$ cat src/rtl/ramd32_fifo_pkg.sv
// Shared constants and types for the 32-deep distributed-RAM FIFO controller.
package ramd32_fifo_pkg;

    localparam int DEPTH  = 32;
    localparam int ADDR_W = $clog2(DEPTH);
    localparam int PTR_W  = ADDR_W + 1;
    localparam int CNT_W  = ADDR_W + 1;

    // [ADDR_W-1:0] addresses the RAM, the MSB is the wrap bit.
    typedef logic [PTR_W-1:0] ptr_t;

endpackage

$ cat src/rtl/ramd32_fifo_ptr.sv
// Wrapping 6-bit FIFO pointer with synchronous active-low reset and increment enable.
module ramd32_fifo_ptr
    import ramd32_fifo_pkg::*;
(
    input  logic clk,
    input  logic rst_n,
    input  logic inc,
    output ptr_t ptr
);

    // NOTE: state registers use non-blocking assignments so every flop samples pre-edge values.
    always_ff @(posedge clk) begin
        if (!rst_n) begin
            ptr <= '0;
        end else if (inc) begin
            ptr <= ptr + 1'b1;
        end
    end

endmodule

$ cat src/rtl/ramd32_fifo_ctrl.sv
// Pointer/flag controller for a 32-deep FWFT FIFO on 32x1 dual-port distributed RAM.
// Define RAMD32_FIFO_ERR_EN to build the sticky OVF/UDF error flags.
module ramd32_fifo_ctrl
    import ramd32_fifo_pkg::*;
#(
    parameter int AF_TH = 28,
    parameter int AE_TH = 4
) (
    input  logic              CLK,
    input  logic              RST_N,
    input  logic              PUSH,
    input  logic              POP,
    output logic              WE,
    output logic [ADDR_W-1:0] WADR,
    output logic [ADDR_W-1:0] RADR,
    output logic              FULL,
    output logic              EMPTY,
    output logic              ALMOST_FULL,
    output logic              ALMOST_EMPTY,
    output logic [CNT_W-1:0]  COUNT,
    output logic              OVF,
    output logic              UDF
);

    localparam logic [CNT_W-1:0] AF_LVL = CNT_W'(AF_TH);
    localparam logic [CNT_W-1:0] AE_LVL = CNT_W'(AE_TH);

    ptr_t wptr;
    ptr_t rptr;
    logic push_acc;
    logic pop_acc;

    // NOTE: the RAM array is deliberately never cleared; resetting the pointers
    // makes EMPTY mask whatever stale words it still holds.
    ramd32_fifo_ptr u_wptr (
        .clk   (CLK),
        .rst_n (RST_N),
        .inc   (push_acc),
        .ptr   (wptr)
    );

    ramd32_fifo_ptr u_rptr (
        .clk   (CLK),
        .rst_n (RST_N),
        .inc   (pop_acc),
        .ptr   (rptr)
    );

    assign EMPTY = (wptr == rptr);
    assign FULL  = (wptr[ADDR_W-1:0] == rptr[ADDR_W-1:0]) && (wptr[PTR_W-1] != rptr[PTR_W-1]);

    // RST_N gates the write strobe so a push issued during reset never reaches the RAM.
    assign push_acc = PUSH & ~FULL & RST_N;
    assign pop_acc  = POP & ~EMPTY;

    assign WE   = push_acc;
    assign WADR = wptr[ADDR_W-1:0];
    assign RADR = rptr[ADDR_W-1:0];

    always_ff @(posedge CLK) begin
        if (!RST_N) begin
            COUNT <= '0;
        end else begin
            case ({push_acc, pop_acc})
                2'b10:   COUNT <= COUNT + 1'b1;
                2'b01:   COUNT <= COUNT - 1'b1;
                default: COUNT <= COUNT;
            endcase
        end
    end

    assign ALMOST_FULL  = (COUNT >= AF_LVL);
    assign ALMOST_EMPTY = (COUNT <= AE_LVL);

`ifdef RAMD32_FIFO_ERR_EN
    always_ff @(posedge CLK) begin
        if (!RST_N) begin
            OVF <= 1'b0;
            UDF <= 1'b0;
        end else begin
            if (PUSH && FULL)  OVF <= 1'b1;
            if (POP && EMPTY)  UDF <= 1'b1;
        end
    end
`else
    assign OVF = 1'b0;
    assign UDF = 1'b0;
`endif

endmodule
$ cat config.mk
export PLATFORM = sky130hd
export DESIGN_NAME = ramd32_fifo_ctrl
export DESIGN_NICKNAME = d
export VERILOG_FILES = /design/src/rtl/ramd32_fifo_pkg.sv /design/src/rtl/ramd32_fifo_ptr.sv /design/src/rtl/ramd32_fifo_ctrl.sv
export SDC_FILE = /design/constraint.sdc
export NUM_CORES = 1
export LEC_CHECK = 0
export ABC_AREA = 0
export ABC_CLOCK_PERIOD_IN_PS = 3950
export CELL_PAD_IN_SITES_DETAIL_PLACEMENT = 0
export CELL_PAD_IN_SITES_GLOBAL_PLACEMENT = 2
export CORE_MARGIN = 2
export CORE_UTILIZATION = 31
export CTS_CLUSTER_SIZE = 10
export DETAILED_ROUTE_END_ITERATION = 7
export PLACE_DENSITY = 0.92
export SYNTH_ARGS = -nofsm -noshare
export SYNTH_HDL_FRONTEND = slang
export SYNTH_HIERARCHICAL = 1
export SYNTH_SLANG_ARGS = --single-unit
$ cat constraint.sdc
create_clock -name CLK -period 3.95 [get_ports CLK]
set_clock_uncertainty 0.15 [all_clocks]
set_input_delay 1.185 -clock CLK [delete_from_list [all_inputs] [get_ports CLK]]
set_output_delay 1.185 -clock CLK [all_outputs]
set_load 0.005 [all_outputs]
==> metrics <==
outcome finished clean; Starting Density 0.325; Die Wd 63.4 µm; pwr/cell area 346 nW/µm²; commonest non-fill, non-tap cell in the layout clkdlybuf4s50_1; # fillers 360; CTS H-tree depth 1; Total Routing Usage GR 0.130; gr ovfl total 0; Sink Count 18; io pins 27; postcts setup bufs 0; final worst path period need 3.70 ns; Port Buf Inserts 24; GPL Wtd Cong 0.855; CP Class in -> out; Tot Pwr 0.490 mW; buffer and inverter count on the worst path 2; Max Cap Viol 0; Final #Nets 162; CTS root buf clkbuf_4; Required @ worst endpoint 2.61 ns; RSZ-0062 raised after global routing false; antenna violations before repair 0; Peak Freq 0.270 GHz; Post-Route WL 2.44 mm; most frequent cells in the layout 24 x clkdlybuf4s50_1, 18 x dfxtp_1, 11 x xnor2_1, 11 x and2_1, 9 x nand2_1; CP Max Fanout 3; core area 3360 µm²; hpwl dp 1.91 mm; Final period util 0.937; CTS tree built; CP delay by family, top buffers and inverters; P&R area growth vs syn 29.9%; hold_buf cts 0; Starting DRT DRC Count 26; Mapped Cells 120; Synth Warn # 6; Seq cells post-synth 18; First-pass DRT Iterations 4; share of the synthesized area in the top cell type 0.330; register area 360 µm²; CP arrival 2.36 ns; post-route insts no fill 194; height of the die 63.4 µm; number of remaining DRC errors 0; vias in the first global route 908; Slowest cell on crit path clkdlybuf4s50_1; ANT cells 0; deepest clock path buffer count 2; area leader, netlist dfxtp_1; TritonCTS Buffers 3; clock latency on the worst-skew pair 0.28 ns; Seq/Total Area, Yosys 0.330; die area 4010 µm²; Setup TNS 0 ns; via count 916; synth top area cells dfxtp_1 33%, xnor2_1 8.8%, ha_1 8.0%, and2_1 6.3%, xor2_1 5.6%; most frequent CP cell clkdlybuf4s50_1; first-pass GRT wire length 4.17 mm; worst hold slack 0.387 ns; Max rail drop VDD 117 µV; Startpoint Class input port; Worst Setup End Kind primary output; row cnt 21; WL per Instance 12.6 µm; drt via density 4.72; post-cts resize count 0; P_leak 0.564 nW; Setup violations, final 0; clock-pin slew on the worst setup and hold paths 0.09 ns; Antenna Violating Nets Remaining 0; Worst path max stage delay 0.51 ns; share of layout cells above drive strength 1 0.0743; multi-input logic area 689 µm²; Slew Limit Fails 0; Worst Hold Class reg -> reg; largest net degree at the start of global routing 12; Synth Cell Area 1090 µm²; Synth cell types 36; placed cell count 191; Hold Vio Cnt, Final 0; crit path cell chain clkdlybuf4s50_1 -> o211a_1 -> clkdlybuf4s50_1; Mean Syn Cell Area 9.10 µm²
tightest hold or removal path: cells and delay by family (launching register included):
kind | cells | cell delay (ns)
AOI/OAI and AO/OA | 2 | 0.14
DFF | 1 | 0.36
cells by family (layout without fill, tap and decap cells):
family                   Yosys count  after routing  synth area share
AO/OA/AOI/OAI                     20             20             0.136
XOR/XNOR                          18             18             0.144
adder cells (fa/ha/maj)            8              8            0.0985
buffers and inverters              9             36            0.0424
flip-flops                        18             18             0.330
multiplexers                       2              2            0.0183
other                              1              2           0.00343
AND/OR/NAND/NOR                   44             44             0.227
metal layers:
metal,wire (µm),track usage,vias to the layer above,share of wire
met4,12,0.0489,0,0.0049
met5,0,0,-,0
li1,-,-,474,-
met1,1140,0.167,413,0.47
met2,1110,0.208,27,0.46
met3,173,0.0321,2,0.071
power by group:
| group | leakage [nW] | switching, mW | internal [mW] |
|---|---|---|---|
| clock | 0.0138 | 0.0523 | 0.0354 |
| combinational | 0.404 | 0.0816 | 0.0987 |
| sequential | 0.146 | 0.0258 | 0.197 |
| total | 0.564 | 0.160 | 0.331 |
final timing paths:
| kind | from | to | slack, ns | cells past startpoint |
|---|---|---|---|---|
| setup reg to reg | u_rptr/ptr[0] | COUNT[4] | 0.99 | 11 |
| hold reg to reg | u_rptr/ptr[5] | u_rptr/ptr[5] | 0.39 | 2 |
| setup / recovery | RST_N | WE | 0.25 | 3 |
| hold / removal | u_rptr/ptr[5] | u_rptr/ptr[5] | 0.39 | 2 |
synth_stat cells:
library cell / count
a211oi_2: 1
a21boi_1: 2
a21oi_1: 2
a311o_1: 1
a311oi_1: 1
a31o_2: 1
and2_1: 11
buf_2: 1
buf_4: 3
conb_1: 1
dfxtp_1: 18
fa_1: 1
ha_1: 7
inv_1: 5
mux2i_1: 2
nand2_1: 9
nand2b_1: 1
nand3_1: 2
nand4_1: 3
nand4_2: 2
nor2_1: 6
nor2b_1: 2
nor3_1: 3
nor3b_1: 1
nor4b_1: 1
o2111ai_1: 1
o211a_1: 1
o211ai_1: 2
o21a_1: 1
o21ai_0: 5
o311ai_1: 1
o31a_1: 1
or2_0: 1
or3_1: 2
xnor2_1: 11
xor2_1: 7
sequential cells by signal, indices dropped and copies added, names as in the netlist:
signal,flops
u_rptr/ptr,6
u_wptr/ptr,6
COUNT,6
per-stage QoR:
stage / setup WS [ns] / cell area [µm²] / util
after global placement: 0.267 / 1400 / 0.415
final: 0.250 / 1420 / 0.422
after global routing: 0.210 / 1420 / 0.422
after detailed placement: 0.246 / 1400 / 0.415
after floorplan: 0.898 / 1100 / -
after CTS: 0.243 / 1420 / 0.422
cell type report:
class                   count  area share
clock buffers               3      0.0159
inverters                   5      0.0132
multi-input cells          94       0.486
flip-flops and latches     18       0.254
well taps                  46      0.0406
repair buffers             28       0.190
Power figures use the tool's default switching activity.
